**src/rtl/sample_ram_arbiter.sv**
```systemverilog
// rtl/sample_ram_arbiter.sv - single-port sample RAM arbiter: write FIFO, read priority, bounded writer starvation
// Optional read-after-write bypass from pending FIFO entries: define SAMPLE_RAM_ARB_BYPASS_EN.
module sample_ram_arbiter #(
    parameter int ADDR_W     = 9,
    parameter int DATA_W     = 8,
    parameter int FIFO_DEPTH = 4,
    parameter int MAX_STARVE = 8
) (
    input  logic                          clk,
    input  logic                          reset,
    input  logic                          wr_en,
    input  logic [ADDR_W-1:0]             wr_addr,
    input  logic [DATA_W-1:0]             wr_data,
    input  logic                          rd_req,
    input  logic [ADDR_W-1:0]             rd_addr,
    output logic                          rd_ready,
    output logic                          rd_valid,
    output logic [DATA_W-1:0]             rd_data,
    output logic                          ram_en,
    output logic                          ram_we,
    output logic [ADDR_W-1:0]             ram_addr,
    output logic [DATA_W-1:0]             ram_wdata,
    input  logic [DATA_W-1:0]             ram_rdata,
    output logic [$clog2(FIFO_DEPTH):0]   fifo_count,
    output logic                          overflow
);
    localparam int PTR_W = $clog2(FIFO_DEPTH);
    localparam int CNT_W = PTR_W + 1;
    localparam int ST_W  = $clog2(MAX_STARVE + 1);

    logic [ADDR_W-1:0] fifo_addr [FIFO_DEPTH];
    logic [DATA_W-1:0] fifo_data [FIFO_DEPTH];
    logic [PTR_W-1:0]  head;
    logic [PTR_W-1:0]  tail;
    logic [CNT_W-1:0]  count;
    logic [ST_W-1:0]   starve_cnt;
    logic              rd_valid_q;
    logic [ADDR_W-1:0] addr_q;
    logic [DATA_W-1:0] wdata_q;

    logic fifo_empty;
    logic fifo_full;
    logic starved;
    logic wr_grant;
    logic rd_grant;
    logic push;

    always_comb begin
        fifo_empty = (count == '0);
        fifo_full  = (count == CNT_W'(FIFO_DEPTH));
        starved    = (starve_cnt == ST_W'(MAX_STARVE));
        wr_grant   = !reset && !fifo_empty && (!rd_req || starved);
        rd_grant   = !reset && rd_req && !wr_grant;
        // A full FIFO still accepts a push when the head leaves in the same cycle.
        push       = !reset && wr_en && (!fifo_full || wr_grant);
    end

    always_comb begin
        rd_ready  = rd_grant;
        ram_en    = wr_grant || rd_grant;
        ram_we    = wr_grant;
        ram_addr  = addr_q;
        ram_wdata = wdata_q;
        if (wr_grant) begin
            ram_addr  = fifo_addr[head];
            ram_wdata = fifo_data[head];
        end else if (rd_grant) begin
            ram_addr  = rd_addr;
        end
    end

    always_ff @(posedge clk) begin
        if (push) begin
            fifo_addr[tail] <= wr_addr;
            fifo_data[tail] <= wr_data;
        end
    end

    always_ff @(posedge clk) begin
        if (reset) begin
            head       <= '0;
            tail       <= '0;
            count      <= '0;
            starve_cnt <= '0;
            overflow   <= 1'b0;
            rd_valid_q <= 1'b0;
            addr_q     <= '0;
            wdata_q    <= '0;
        end else begin
            if (push) begin
                tail <= tail + PTR_W'(1);
            end
            if (wr_grant) begin
                head <= head + PTR_W'(1);
            end
            count <= count + CNT_W'(push) - CNT_W'(wr_grant);
            if (wr_en && !push) begin
                overflow <= 1'b1;
            end
            if (wr_grant || fifo_empty) begin
                starve_cnt <= '0;
            end else if (rd_grant && !starved) begin
                starve_cnt <= starve_cnt + ST_W'(1);
            end
            rd_valid_q <= rd_grant;
            addr_q     <= ram_addr;
            wdata_q    <= ram_wdata;
        end
    end

    assign fifo_count = count;
    // Reset squashes a read that was granted in the previous cycle.
    assign rd_valid   = rd_valid_q && !reset;

`ifdef SAMPLE_RAM_ARB_BYPASS_EN
    logic              byp_hit;
    logic [DATA_W-1:0] byp_data;
    logic              byp_hit_q;
    logic [DATA_W-1:0] byp_data_q;

    // Scan oldest to youngest so the youngest matching entry wins.
    always_comb begin
        byp_hit  = 1'b0;
        byp_data = '0;
        for (int i = 0; i < FIFO_DEPTH; i++) begin
            if (CNT_W'(i) < count && fifo_addr[head + PTR_W'(i)] == rd_addr) begin
                byp_hit  = 1'b1;
                byp_data = fifo_data[head + PTR_W'(i)];
            end
        end
    end

    always_ff @(posedge clk) begin
        if (reset) begin
            byp_hit_q  <= 1'b0;
            byp_data_q <= '0;
        end else begin
            byp_hit_q  <= rd_grant && byp_hit;
            byp_data_q <= byp_data;
        end
    end

    assign rd_data = rd_valid ? (byp_hit_q ? byp_data_q : ram_rdata) : '0;
`else
    assign rd_data = rd_valid ? ram_rdata : '0;
`endif

endmodule

```
**config.mk**
```make
export PLATFORM = sky130hd
export DESIGN_NAME = sample_ram_arbiter
export DESIGN_NICKNAME = d
export VERILOG_FILES = /design/src/rtl/sample_ram_arbiter.sv
export SDC_FILE = /design/constraint.sdc
export NUM_CORES = 1
export LEC_CHECK = 0
export CORE_ASPECT_RATIO = 0.75
export CORE_UTILIZATION = 40
export DETAILED_ROUTE_END_ITERATION = 8
export PLACE_DENSITY = 0.66
export RECOVER_POWER = 50
export SYNTH_ARGS = -nofsm -noshare
export SYNTH_HDL_FRONTEND = slang
export SYNTH_SLANG_ARGS = --single-unit
```
**constraint.sdc**
```tcl
create_clock -name clk -period 3.5 [get_ports clk]
set_clock_uncertainty 0.2 [all_clocks]
set_input_delay 0.7 -clock clk [delete_from_list [all_inputs] [get_ports clk]]
set_output_delay 0.7 -clock clk [all_outputs]
set_load 0.01 [all_outputs]
```
# Yosys cells after proc, flatten, opt, wreduce, memory -nomap -nowiden
# Memories as Yosys holds them, arrays and structs flattened. A register that Yosys moved wholly into a read port is not among the register bits.
# Index checks and enable logic that the tools add are counted.
[word_totals] reg_bits=30 latchBits=0 mem_bits_rw=68 romBits=0 in_bits=38 elab_cells=49 n_memories=2
[op_classes] addsub=5 mul=0 div_mod_pow=0 magnitude_cmp=0 eq_ne=2 shift=0 n_mux=10 n_bitwise=0 reduce_logical=22
[memory_table] name="fifo_addr" words=4 width=9 rd=1 rd_clocked_by_memory_dff=1 wr=1 line_no="31" rtl="logic [ADDR_W-1:0] fifo_addr [FIFO_DEPTH];"
[memory_table] name="fifo_data" words=4 width=8 rd=1 rd_clocked_by_memory_dff=1 wr=1 line_no="32" rtl="logic [DATA_W-1:0] fifo_data [FIFO_DEPTH];"
[op_table] op="2-to-1 mux 9 bit" n=2
[op_table] op="2-to-1 mux 8 bit" n=2
[op_table] op="logical AND 1 bit" n=9
[op_table] op="2-to-1 mux 2 bit" n=4
[op_table] op="logical NOT 1 bit" n=7
[op_table] op="adder 2 x 1 -> 2 bit (second input constant)" n=2
[op_table] op="adder 4 x 1 -> 4 bit (second input constant)" n=1
[op_table] op="equality test 4 bit (second input constant)" n=1
[op_table] op="logical OR 1 bit" n=4
[op_table] op="adder 3 x 1 -> 3 bit" n=1
[op_table] op="equality test 3 bit (second input constant)" n=1
[op_table] op="logical NOT 3 bit" n=1
[op_table] op="subtractor 3 x 1 -> 3 bit" n=1
[op_table] op="2-to-1 mux 1 bit" n=2
[op_table] op="OR reduction 2 bit" n=1

# Longest topological paths before layout
# Gate-level depths: netlist of the first run.
[logic_depth] ltp_word=8 ltp_mapped=13 mapped_depth_nobuf=13

# Worst setup path before layout of the first run
# No wires, ideal clock.
[synth_path] path_kind="input port to flip-flop" from="input port rd_req" to="register count[2] (netlist: fifo_count[2])" arrival_ns=2.583 required_ns=3.172 setup_slack_ns=0.589 cell_stages=11 n_path_buf=1 cell_sequence="buf_6 > a41oi_1 > nor2b_1 > inv_1 > ha_1 > inv_1 > ha_1 > fa_1 > xnor2_1 > xnor2_1 > nor2_1"
[synth_via] elab_chain_len=7
[synth_lines] element="from (decl)" line_no="14" rtl="input logic rd_req,"
[synth_lines] element="logical NOT 1 bit (*)" line_no="52" rtl="wr_grant = !reset && !fifo_empty && (!rd_req || starved);"
[synth_lines] element="logical OR 1 bit (*)" line_no="52"
[synth_lines] element="logical AND 1 bit (*)" line_no="52"
[synth_lines] element="logical OR 1 bit" line_no="55" rtl="push = !reset && wr_en && (!fifo_full || wr_grant);"
[synth_lines] element="logical AND 1 bit" line_no="55"
[synth_lines] element="adder 3 x 1 -> 3 bit" line_no="96" rtl="count <= count + CNT_W'(push) - CNT_W'(wr_grant);"
[synth_lines] element="subtractor 3 x 1 -> 3 bit (*)" line_no="96"
[synth_lines] element="to (signal assigned)" line_no="96"
[synth_lines] element="to (decl)" line_no="35" rtl="logic [CNT_W-1:0] count;"
# Every way passes the cells marked *; elsewhere a longest branch is shown, timed or not.
# A chain may end at the register's enable or synchronous reset.

# Worst setup path after layout of the first run
[layout_path] from="register starve_cnt[0]" to="output port ram_addr[5]"
[layout_via] elab_chain_len=7
[layout_lines] element="from (decl)" line_no="36" rtl="logic [ST_W-1:0] starve_cnt;"
[layout_lines] element="from (signal assigned)" line_no="103" rtl="starve_cnt <= starve_cnt + ST_W'(1);"
[layout_lines] element="equality test 4 bit (*)" line_no="51" rtl="starved = (starve_cnt == ST_W'(MAX_STARVE));"
[layout_lines] element="logical OR 1 bit (*)" line_no="52"
[layout_lines] element="logical AND 1 bit (*)" line_no="52"
[layout_lines] element="logical NOT 1 bit" line_no="53" rtl="rd_grant = !reset && rd_req && !wr_grant;"
[layout_lines] element="logical AND 1 bit" line_no="53"
[layout_lines] element="2-to-1 mux 9 bit" line_no="67" rtl="end else if (rd_grant) begin"
[layout_lines] element="2-to-1 mux 9 bit (*)" line_no="64" rtl="if (wr_grant) begin"
[layout_lines] element="to (decl)" line_no="21" rtl="output logic [ADDR_W-1:0] ram_addr,"
# Marked as above.

==> metrics.md, run 1 <==
| Metric | Value |
|---|---|
| H-tree depth | 3 |
| Largest cells by area after synthesis | edfxtp_1 49%, dfxtp_1 15%, mux4_2 8.1%, ha_1 2.4%, mux2i_1 2.4% |
| Worst setup EP type | output port |
| FMAX | 0.303 GHz |
| DR DRC count | 0 |
| Total power | 3.03 mW |
| Crit path launch | starve_cnt[0]$_SDFFE_PP0P_ |
| Slowest CP cell | clkdlybuf4s50_1 |
| Crit path largest cell delay | 0.48 ns |
| Critical-path maximum fanout | 9 |
| Cell area after synthesis | 4160 sq um |
| Post-route minimum period | 3.30 ns |
| Die Span Y | between 90 and 100 microns |
| DRT antenna net count | 0 |
| Vias per Instance | 4.82 |
| Fin nets | 389 |
| Synthesized Nets | between 300 and 400 |
| Die X | 120 microns |
| Status | finished clean |
| Worst-Margin Slew | 0.389 ns |
| CP Data Required Time | 2.60 ns |
| Startpoint type of the worst setup path | register |
| Most common cell after layout, fill and taps aside | edfxtp_1 |
| Initial Util | around 42% |
| FP Rows | 31 |
| Vias in the first global route | between 2,000 and 2,500 |
| Syn Area/Cell | 16.2 sq um |
| Setup TNS | 0 ns |
| Layout area overhead | 28.7% |
| Diode count | 0 |
| Routed vias | 2,309 |
| Hold path startpoint | starve_cnt[0]$_SDFFE_PP0P_ |
| CTS Root Cell | clkbuf_16 |
| Sequential element share of the synthesized area | 64.5% |
| CP delay by family, top | buffers and inverters |
| CP Buf/Inv Count | 4 |
| I/O Pins | 71 |
| Worst hold-check path type | register to register |
| CTS buffer count | 9 |
| Final hold violation count | 0 |
| Largest net degree at the start of global routing | 19 |
| Clk_lat worst skew | between 0.3 and 0.4 ns |
| Cells after Synth | 257 |
| Async SR Flop Fraction | 0% |
| Post-synth EDFFs | 68 |
| RSZ-0062 raised after global routing | false |
| Mean routed wirelength per cell | 15.6 microns |
| Worst EP arrival | 2.40 ns |
| CTS sink cnt | 100 |
| Core Area | 9890 sq um |
| Synth area leader | edfxtp_1 |
| Dpl hpwl | a little over 5000 microns |
| Slew HR | about three quarters |
| Max-slew violations | 0 |
| Top cell type's share of synthesized area | 49.1% |
| Post-CTS Hold Buffers | 0 |
| Starting DRT DRC Count | 91 |
| Grt ovf | 0 |
| Setup CP Type | register to output port |
| Pre-Repair DR Iteration Count | 4 |
| Clock buffer depth | 2 |
| Max cap viols | 0 |
| First-pass GRT wire length | 12,100 microns |
| Share of post-route cells with drive strength above 1 | roughly 17% |
| Period utilization | 94.2% |
| Ys flop type | edfxtp_1 |
| Post-synth cell types | 37 |
| Full die area | 10,800 sq um |
| Ys Warns | 0 |
| Cell Chain, Critical Path | inv_1 -> ha_1 -> nand3b_2 -> a211o_1 -> inv_6 -> buf_12 -> a221o_2 -> clkdlybuf4s50_1 |
| LEAKAGE | 1.93 nW |
| Initial antenna violation count | 0 |
| Reg2reg start | starve_cnt[0]$_SDFFE_PP0P_ |
| Worst-path clk slew | 0.06 ns |
| Final setup viols | 0 |
| GP Congestion | around 0.7 |
| Most frequent cells in the layout | 68 x edfxtp_1, 47 x clkdlybuf4s50_1, 32 x dfxtp_1, 21 x dlygate4sd3_1, 17 x nor2_1 |
| CTS tree | done |
| Power per standard cell area | 566 nW/um^2 |
| Maximum VDD drop | 303 uV |
| Total Routing Usage GR | about 15% |
| WL final | 7460 microns |
| # port buffers | 70 |
| Register bit total from synthesis | 100 |
[final cells by class]
cell class                      instances  area, sq um
Inverter                               13         53.8
Fill cell                             829         4530
Sequential cell                       100         2680
Clock inverter                          7         82.6
Timing Repair Buffer                   87          867
Multi-Input combinational cell        131         1280
Clock buffer                            9          225
Tap cell                              132          165
[kinds of logic (layout without fill, tap and decap cells)]
kind of cell,Yosys count,after routing,share of synthesized area [%]
DFF,100,100,64.5
xor gates and xnor gates,6,6,1.26
AOI/OAI and AO/OA,25,25,4.87
muxes,35,35,14.5
and+or+nand+nor,56,56,8.72
adders and majority gates,9,9,2.89
buffers and inverters,26,116,3.31
[worst reg2reg max path, cell delays in order, from the launching register on]
cell	delay, ns
dfxtp_1	0.33
inv_1	0.06
ha_1	0.17
nand3b_2	0.10
a41oi_1	0.30
nor2b_1	0.21
inv_1	0.06
ha_1	0.27
inv_1	0.04
ha_1	0.19
fa_1	0.38
xnor2_1	0.19
xnor2_1	0.14
nor2_1	0.05
[routing by layer]
metal / GRT usage (%) / up-vias / part of all wire, %
met4: 4.69 / 0 / 1.1
met5: 0 / - / 0
met1: 20.2 / 1100 / 48
li1: - / 1132 / -
met3: 4.73 / 10 / 5.8
met2: 22.7 / 67 / 45
[final timing paths]
| kind | to | slack, ns | depth (start not counted) |
|---|---|---|---|
| max | ram_addr[5] | 0.20 | 8 |
| min | starve_cnt[0]$_SDFFE_PP0P_ | 0.26 | 1 |
| max reg2reg | fifo_count[2]$_SDFF_PP0_ | 0.69 | 13 |
| min reg2reg | starve_cnt[0]$_SDFFE_PP0P_ | 0.26 | 1 |
[power breakdown]
part / switching [mW] / internal (mW)
clock network: 0.433 / 0.566
logic: 0.280 / 0.355
registers: 0.0482 / 1.35
[sequential cells by signal, summed over array words and instances, names as in the netlist, named ones only]
signal / flops
rd_valid_q: 1
addr_q: 9
fifo_data: 32
wdata_q: 8
starve_cnt: 4
fifo_count: 3
head: 2
fifo_addr: 36
tail: 2
overflow: 1
[through the flow]
stage	instance area [sq um]	std cells	util [%]	setup slack (ns)	hold slack, ns
2_1_floorplan	4160	257	-	0.589	0.228
3_3_place_gp	5120	463	51.7	0.00953	0.238
3_5_place_dp	5120	463	51.7	-0.0194	0.249
4_1_cts	5420	479	54.8	0.193	0.261
5_1_grt	5360	479	54.2	0.102	0.294
6_report	5360	479	54.2	0.203	0.260
[repair_timing]
action	CTS	global route
buffers inserted	0	0
setup endpoints to repair	5	0
gates resized for setup	1	0
[synth_stat cells (all sizes together) (3+ instances only)]
| cell | count |
|---|---|
| inv | 13 |
| edfxtp | 68 |
| xnor2 | 5 |
| a211oi | 6 |
| ha | 8 |
| a221o | 3 |
| a21oi | 6 |
| a211o | 3 |
| nor2b | 15 |
| mux2i | 10 |
| mux4 | 17 |
| buf | 8 |
| dfxtp | 32 |
| clkbuf | 5 |
| nor2 | 17 |
| o21a | 5 |
| and2 | 12 |
| mux2 | 8 |
Power figures use the tool's default switching activity.
==> inputs of run 2 (changes only) <==
--- a/config.mk
+++ b/config.mk
@@ -5,10 +5,12 @@
 export SDC_FILE = /design/constraint.sdc
 export NUM_CORES = 1
 export LEC_CHECK = 0
+export CELL_PAD_IN_SITES_DETAIL_PLACEMENT = 1
+export CELL_PAD_IN_SITES_GLOBAL_PLACEMENT = 1
 export CORE_ASPECT_RATIO = 0.75
 export CORE_UTILIZATION = 40
 export DETAILED_ROUTE_END_ITERATION = 8
-export PLACE_DENSITY = 0.66
+export PLACE_DENSITY = 0.76
 export RECOVER_POWER = 50
 export SYNTH_ARGS = -nofsm -noshare
 export SYNTH_HDL_FRONTEND = slang
==> metrics.md, run 2 (synthesized netlist as in run 1, its figures left out) <==
| Metric | Value |
|---|---|
| Internal power | about 2.4 mW |
| Post-route minimum period | 3.35 ns |
| Critical-path maximum fanout | 11 |
| Cells on worst reg2reg path | 13 |
| Largest net degree at the start of global routing | 19 |
| H-tree depth | 3 |
| Worst-path clk slew | 0.06 ns |
| Post-CTS Hold Buffers | 0 |
| Reg-to-Reg End | fifo_count[2]$_SDFF_PP0_ |
| LEAKAGE | 1.94 nW |
| Max-slew violations | 0 |
| Net Sw Frac | 24.1% |
| Slew HR | 69.2% |
| Startpoint type of the worst setup path | register |
| Power per standard cell area | a little under 600 nW/um^2 |
| Comb pwr share | 21.0% |
| Final setup viols | 0 |
| Slowest CP cell | clkdlybuf4s50_1 |
| Vias per Instance | 4.91 |
| Worst hold-check path type | register to register |
| CP Data Required Time | 2.60 ns |
| Setup CP Type | register to output port |
| Grt ovf | 0 |
| Die X | 120 microns |
| Status | finished clean |
| Reg with most FFs | fifo_addr |
| # port buffers | 70 |
| Final hold violation count | 0 |
| CP Buf/Inv Count | 3 |
| WHS Endpoint | head[1]$_SDFFE_PP0N_ |
| FMAX | between 0.2 and 0.3 GHz |
| Maximum VDD drop | 437 uV |
| Max FFs per register | 36 |
| CTS Root Cell | clkbuf_16 |
| Place WS | -0.0476 ns |
| Pre-Repair DR Iteration Count | 4 |
| Total Routing Usage GR | between 15 and 20% |
| CTS buffer count | 9 |
| Initial Util | 42.1% |
| Full die area | 10,800 sq um |
| DR DRC count | 0 |
| Post-Route Utilization | 54.2% |
| Post-DP Area | between 5000 and 6000 sq um |
| RSZ-0062 raised after global routing | false |
| WL final | 8510 microns |
| Crit path largest cell delay | ~0.5 ns |
| Max cap viols | 0 |
| Starting DRT DRC Count | 121 |
| I/O Pins | 71 |
| Clock buffer depth | 2 |
| GP Congestion | around 0.73 |
| Total power | 3.10 mW |
| Largest regs | fifo_addr: 36 flops, fifo_data: 32 flops, addr_q: 9 flops |
| Clk pwr share | 33.9% |
| Most frequent cells in the layout | 68 x edfxtp_1, 47 x clkdlybuf4s50_1, 32 x dfxtp_1, 21 x dlygate4sd3_1, 17 x nor2_1 |
| CTS sink cnt | 100 |
| First-pass GRT wire length | 13,800 microns |
| Clk_lat worst skew | 0.34 ns |
| FP Rows | 31 |
| CP delay by family, top | buffers and inverters |
| Worst setup EP type | output port |
| Reg2reg start | starve_cnt[0]$_SDFFE_PP0P_ |
| Hold path startpoint | head[1]$_SDFFE_PP0N_ |
| CTS tree | done |
| Most common cell after layout, fill and taps aside | edfxtp_1 |
| Layout area overhead | 28.9% |
| DRT antenna net count | 0 |
| Slack of the critical path | about 0.15 ns |
| Dpl hpwl | 5980 microns |
| Fin nets | 390 |
| Vias in the first global route | 2,556 |
| Initial antenna violation count | 0 |
| Design Area, Final | between 5000 and 6000 sq um |
| Hold path depth | 1 |
| NetSw | 749 uW |
| Share of post-route cells with drive strength above 1 | between 10% and 20% |
| Mean routed wirelength per cell | 17.7 microns |
| Core Area | approximately 9900 sq um |
| Worst-Margin Slew | about 0.46 ns |
| Flop-to-flop setup slack | roughly 0.61 ns |
| Die Span Y | about 90 microns |
| Period utilization | 95.8% |
| Routed vias | approximately 2,400 |
| Sequential power share | 45.2% |
| Diode count | 0 |
| Worst EP arrival | 2.45 ns |
| Cell Chain, Critical Path | inv_1 -> ha_1 -> nand3b_4 -> a211o_4 -> inv_6 -> mux2_1 -> clkdlybuf4s50_1 |
## run 2: cell types whose count changed in the layout (fill, tap and decap cells not counted), moves of 2 or more
cell and delta:
buf_4 +4, clkbuf_1 +2, buf_12 -3, inv_8 -2
## run 2: stage by stage
stage / instances / hold slack [ns] / TNS [ns]
finish: 480 / 0.270 / 0
global route: 480 / 0.276 / 0
CTS: 480 / 0.270 / 0
detailed placement: 464 / 0.257 / -0.194
global placement: 464 / 0.237 / -0.0864
floorplan: 257 / 0.228 / 0
## run 2: worst reg2reg max path, cell delays in order (launching register included)
cell      delay [ns]
dfxtp_1         0.34
inv_1           0.08
ha_1            0.21
nand3b_4        0.11
a41oi_1         0.31
nor2b_1         0.22
inv_1           0.06
ha_1            0.27
inv_1           0.04
ha_1            0.19
fa_1            0.39
xnor2_1         0.19
xnor2_1         0.14
nor2_1          0.05
## run 2: worst max-delay path by stage
stage	slack (ns)	to	cells after the start	from
floorplan	0.59	fifo_count[2]$_SDFF_PP0_	11	rd_req
global placement	-0.04	ram_wdata[0]	5	rd_req
detailed placement	-0.05	ram_wdata[0]	5	rd_req
CTS	0.10	ram_wdata[0]	7	starve_cnt[0]$_SDFFE_PP0P_
global route	0.04	ram_wdata[6]	7	starve_cnt[0]$_SDFFE_PP0P_
finish	0.15	ram_wdata[6]	7	starve_cnt[0]$_SDFFE_PP0P_
## run 2: metal layers
metal  vias up  global-route usage (%)  wire length [microns]
met2        63                    27.4                   4080
met1      1167                    22.5                   3910
met3         7                    6.82                    462
li1       1121                       -                      -
met4         0                    3.44                     62
met5         -                       0                      0
## run 2: final cells by class
cell class | count | area, sq um
clock inverters | 4 | 72.6
repair buffers | 88 | 837
multi-input cells | 131 | 1310
fillers | 954 | 4530
inverters | 13 | 53.8
well taps | 132 | 165
clock buffers | 12 | 246
flip-flops and latches | 100 | 2680
## run 2: repair_timing
action                                  4_1_cts  5_1_grt
endpoints found under the hold margin         0        0
setup buffers                                 0        0
resized for setup                             1        0
endpoints found under the setup margin        9        0
## run 2: power groups by stage
stage	sequential (mW)	combinational [mW]	clock, mW
3_3_place_gp	1.42	0.668	0
3_5_place_dp	1.43	0.688	0
2_1_floorplan	1.42	0.399	0
6_report	1.40	0.650	1.05
5_1_grt	1.41	0.709	1.13
4_1_cts	1.40	0.691	1.08
==> inputs of run 3 (changes only) <==
--- a/config.mk
+++ b/config.mk
@@ -7,7 +7,6 @@
 export LEC_CHECK = 0
 export CELL_PAD_IN_SITES_DETAIL_PLACEMENT = 1
 export CELL_PAD_IN_SITES_GLOBAL_PLACEMENT = 1
-export CORE_ASPECT_RATIO = 0.75
 export CORE_UTILIZATION = 40
 export DETAILED_ROUTE_END_ITERATION = 8
 export PLACE_DENSITY = 0.76
==> metrics.md, run 3 (synthesized netlist as in run 1, its figures left out) <==
| Metric | Value |
|---|---|
| Worst-path clk slew | about 0.090 ns |
| Critical-path maximum fanout | 12 |
| Startpoint type of the worst setup path | register |
| RSZ-0062 raised after global routing | false |
| Fin nets | a little under 400 |
| Routed vias | 2,393 |
| Initial antenna violation count | 0 |
| Worst-Margin Slew | about 0.5 ns |
| Period utilization | 96.2% |
| Largest regs | fifo_addr: 36 flops, fifo_data: 32 flops, addr_q: 9 flops |
| Net Sw Frac | 26.9% |
| First-pass GRT wire length | 14,000 microns |
| Largest net degree at the start of global routing | 18 |
| WL final | 8640 microns |
| Starting DRT DRC Count | 60 |
| Layout area overhead | 26.9% |
| Design Area, Final | about 5300 sq um |
| Final setup viols | 0 |
| Die X | 104 microns |
| CP Data Required Time | 2.60 ns |
| Power per standard cell area | 529 nW/um^2 |
| Sequential power share | approximately half |
| Slew HR | between 60 and 70% |
| FMAX | around 0.30 GHz |
| Most frequent cells in the layout | 68 x edfxtp_1, 46 x clkdlybuf4s50_1, 32 x dfxtp_1, 21 x dlygate4sd3_1, 17 x nor2_1 |
| Vias in the first global route | 2,545 |
| Status | finished clean |
| Share of post-route cells with drive strength above 1 | 17.2% |
| GRT met3 Usage | 4.01% |
| CTS buffer count | 9 |
| # port buffers | 70 |
| NetSw | 750 uW |
| CTS sink cnt | 100 |
| Pre-Repair DR Iteration Count | 4 |
| LEAKAGE | between 1.5 and 2 nW |
| Worst EP arrival | between 2 and 2.5 ns |
| Final-layout fill cell count | 970 |
| Post-Route Utilization | 53.3% |
| Most common cell after layout, fill and taps aside | edfxtp_1 |
| FP Rows | 36 |
| Dpl hpwl | 6360 microns |
| Final hold violation count | 0 |
| Max-slew violations | 0 |
| Worst setup EP type | output port |
| Core Area | a little under 10,000 sq um |
| Internal power | 2.04 mW |
| H-tree depth | 3 |
| Initial Util | 42.0% |
| Mean routed wirelength per cell | 18.0 microns |
| GP Congestion | slightly above 0.7 |
| Max cap viols | 0 |
| Crit path largest cell delay | 0.50 ns |
| Post-DP Area | 5120 sq um |
| Comb pwr share | 23.3% |
| Post-route minimum period | 3.37 ns |
| DRT antenna net count | 0 |
| Post-CTS Hold Buffers | 0 |
| Cell Chain, Critical Path | inv_1 -> ha_1 -> nand3b_4 -> a211o_4 -> inv_8 -> mux2_1 -> clkdlybuf4s50_1 |
| Slowest CP cell | clkdlybuf4s50_1 |
| Clock buffer depth | 2 |
| Total Routing Usage GR | 17.3% |
| Maximum VDD drop | 261 uV |
| CTS tree | done |
| Setup CP Type | register to output port |
| Max FFs per register | 36 |
| Clk_lat worst skew | ~0.36 ns |
| Full die area | 10,800 sq um |
| Clk pwr share | 26.6% |
| Routing usage on met1 | 20.9% |
| CP delay by family, top | buffers and inverters |
| Grt met2 use | a little under a third |
| CP Buf/Inv Count | 3 |
| Post-CTS setup buffers | 0 |
| Grt ovf | 0 |
| I/O Pins | 71 |
| DR DRC count | 0 |
| Worst hold-check path type | register to register |
| Reg with most FFs | fifo_addr |
| Diode count | 0 |
| Die Span Y | 104 microns |
| Vias per Instance | 4.98 |
| CTS Root Cell | clkbuf_8 |
| Global route hottest layer | met2 |
==> run 3: final cells by class <==
type	count	area (sq um)	share of cell area, %
sequential	100	2680	50.8
multi-input combinational	131	1300	24.6
timing repair buffer	88	878	16.6
tap	133	166	3.15
clock buffer	10	128	2.42
clock inverter	6	72.6	1.37
inverter	13	56.3	1.07
==> run 3: worst paths after layout <==
kind | from | endpoint | slack (ns) | cells after the start
worst min register to register | head[1]$_SDFFE_PP0N_ | register | 0.27 | 1
worst min-delay path | head[1]$_SDFFE_PP0N_ | register | 0.27 | 1
worst max-delay path | starve_cnt[1]$_SDFFE_PP0P_ | ram_wdata[5] | 0.13 | 7
worst max register to register | starve_cnt[1]$_SDFFE_PP0P_ | fifo_count[2]$_SDFF_PP0_ | 0.63 | 13
==> run 3: power groups by stage <==
stage	sequential, mW	clock, mW	combinational (mW)
2_1_floorplan	1.42	0	0.399
3_3_place_gp	1.42	0	0.667
3_5_place_dp	1.43	0	0.693
4_1_cts	1.40	0.766	0.694
5_1_grt	1.41	0.812	0.708
6_report	1.40	0.742	0.652
==> run 3: repair_timing <==
action,CTS,global route
setup endpoints to repair,2,5
cloned,0,0
gates resized for setup,2,1
==> run 3: stage by stage <==
| step | worst slack [ns] | power, mW | setup TNS, ns | hold WS, ns | cells |
|---|---|---|---|---|---|
| 3_5_place_dp | -0.0320 | 2.12 | -0.0369 | 0.262 | 465 |
| 3_3_place_gp | 0.0261 | 2.09 | 0 | 0.237 | 465 |
| 5_1_grt | 0.0351 | 2.93 | 0 | 0.307 | 481 |
| 6_report | 0.132 | 2.79 | 0 | 0.271 | 481 |
| 4_1_cts | 0.0166 | 2.86 | 0 | 0.275 | 481 |
| 2_1_floorplan | 0.589 | 1.82 | 0 | 0.228 | 257 |
==> run 3: worst register-to-register path, stage by stage (launching register included) <==
cell	delay [ns]
dfxtp_1	0.34
inv_1	0.08
ha_1	0.21
nand3b_4	0.10
a41oi_1	0.30
nor2b_1	0.21
inv_1	0.06
ha_1	0.28
inv_1	0.04
ha_1	0.19
fa_1	0.38
xnor2_1	0.19
xnor2_1	0.14
nor2_1	0.06
==> run 3: layer usage <==
layer | vias to the layer above | part of all wire, %
met5 | - | 0
met4 | 0 | 1.4
met2 | 61 | 52
met1 | 1200 | 43
met3 | 8 | 3.9
li1 | 1124 | -
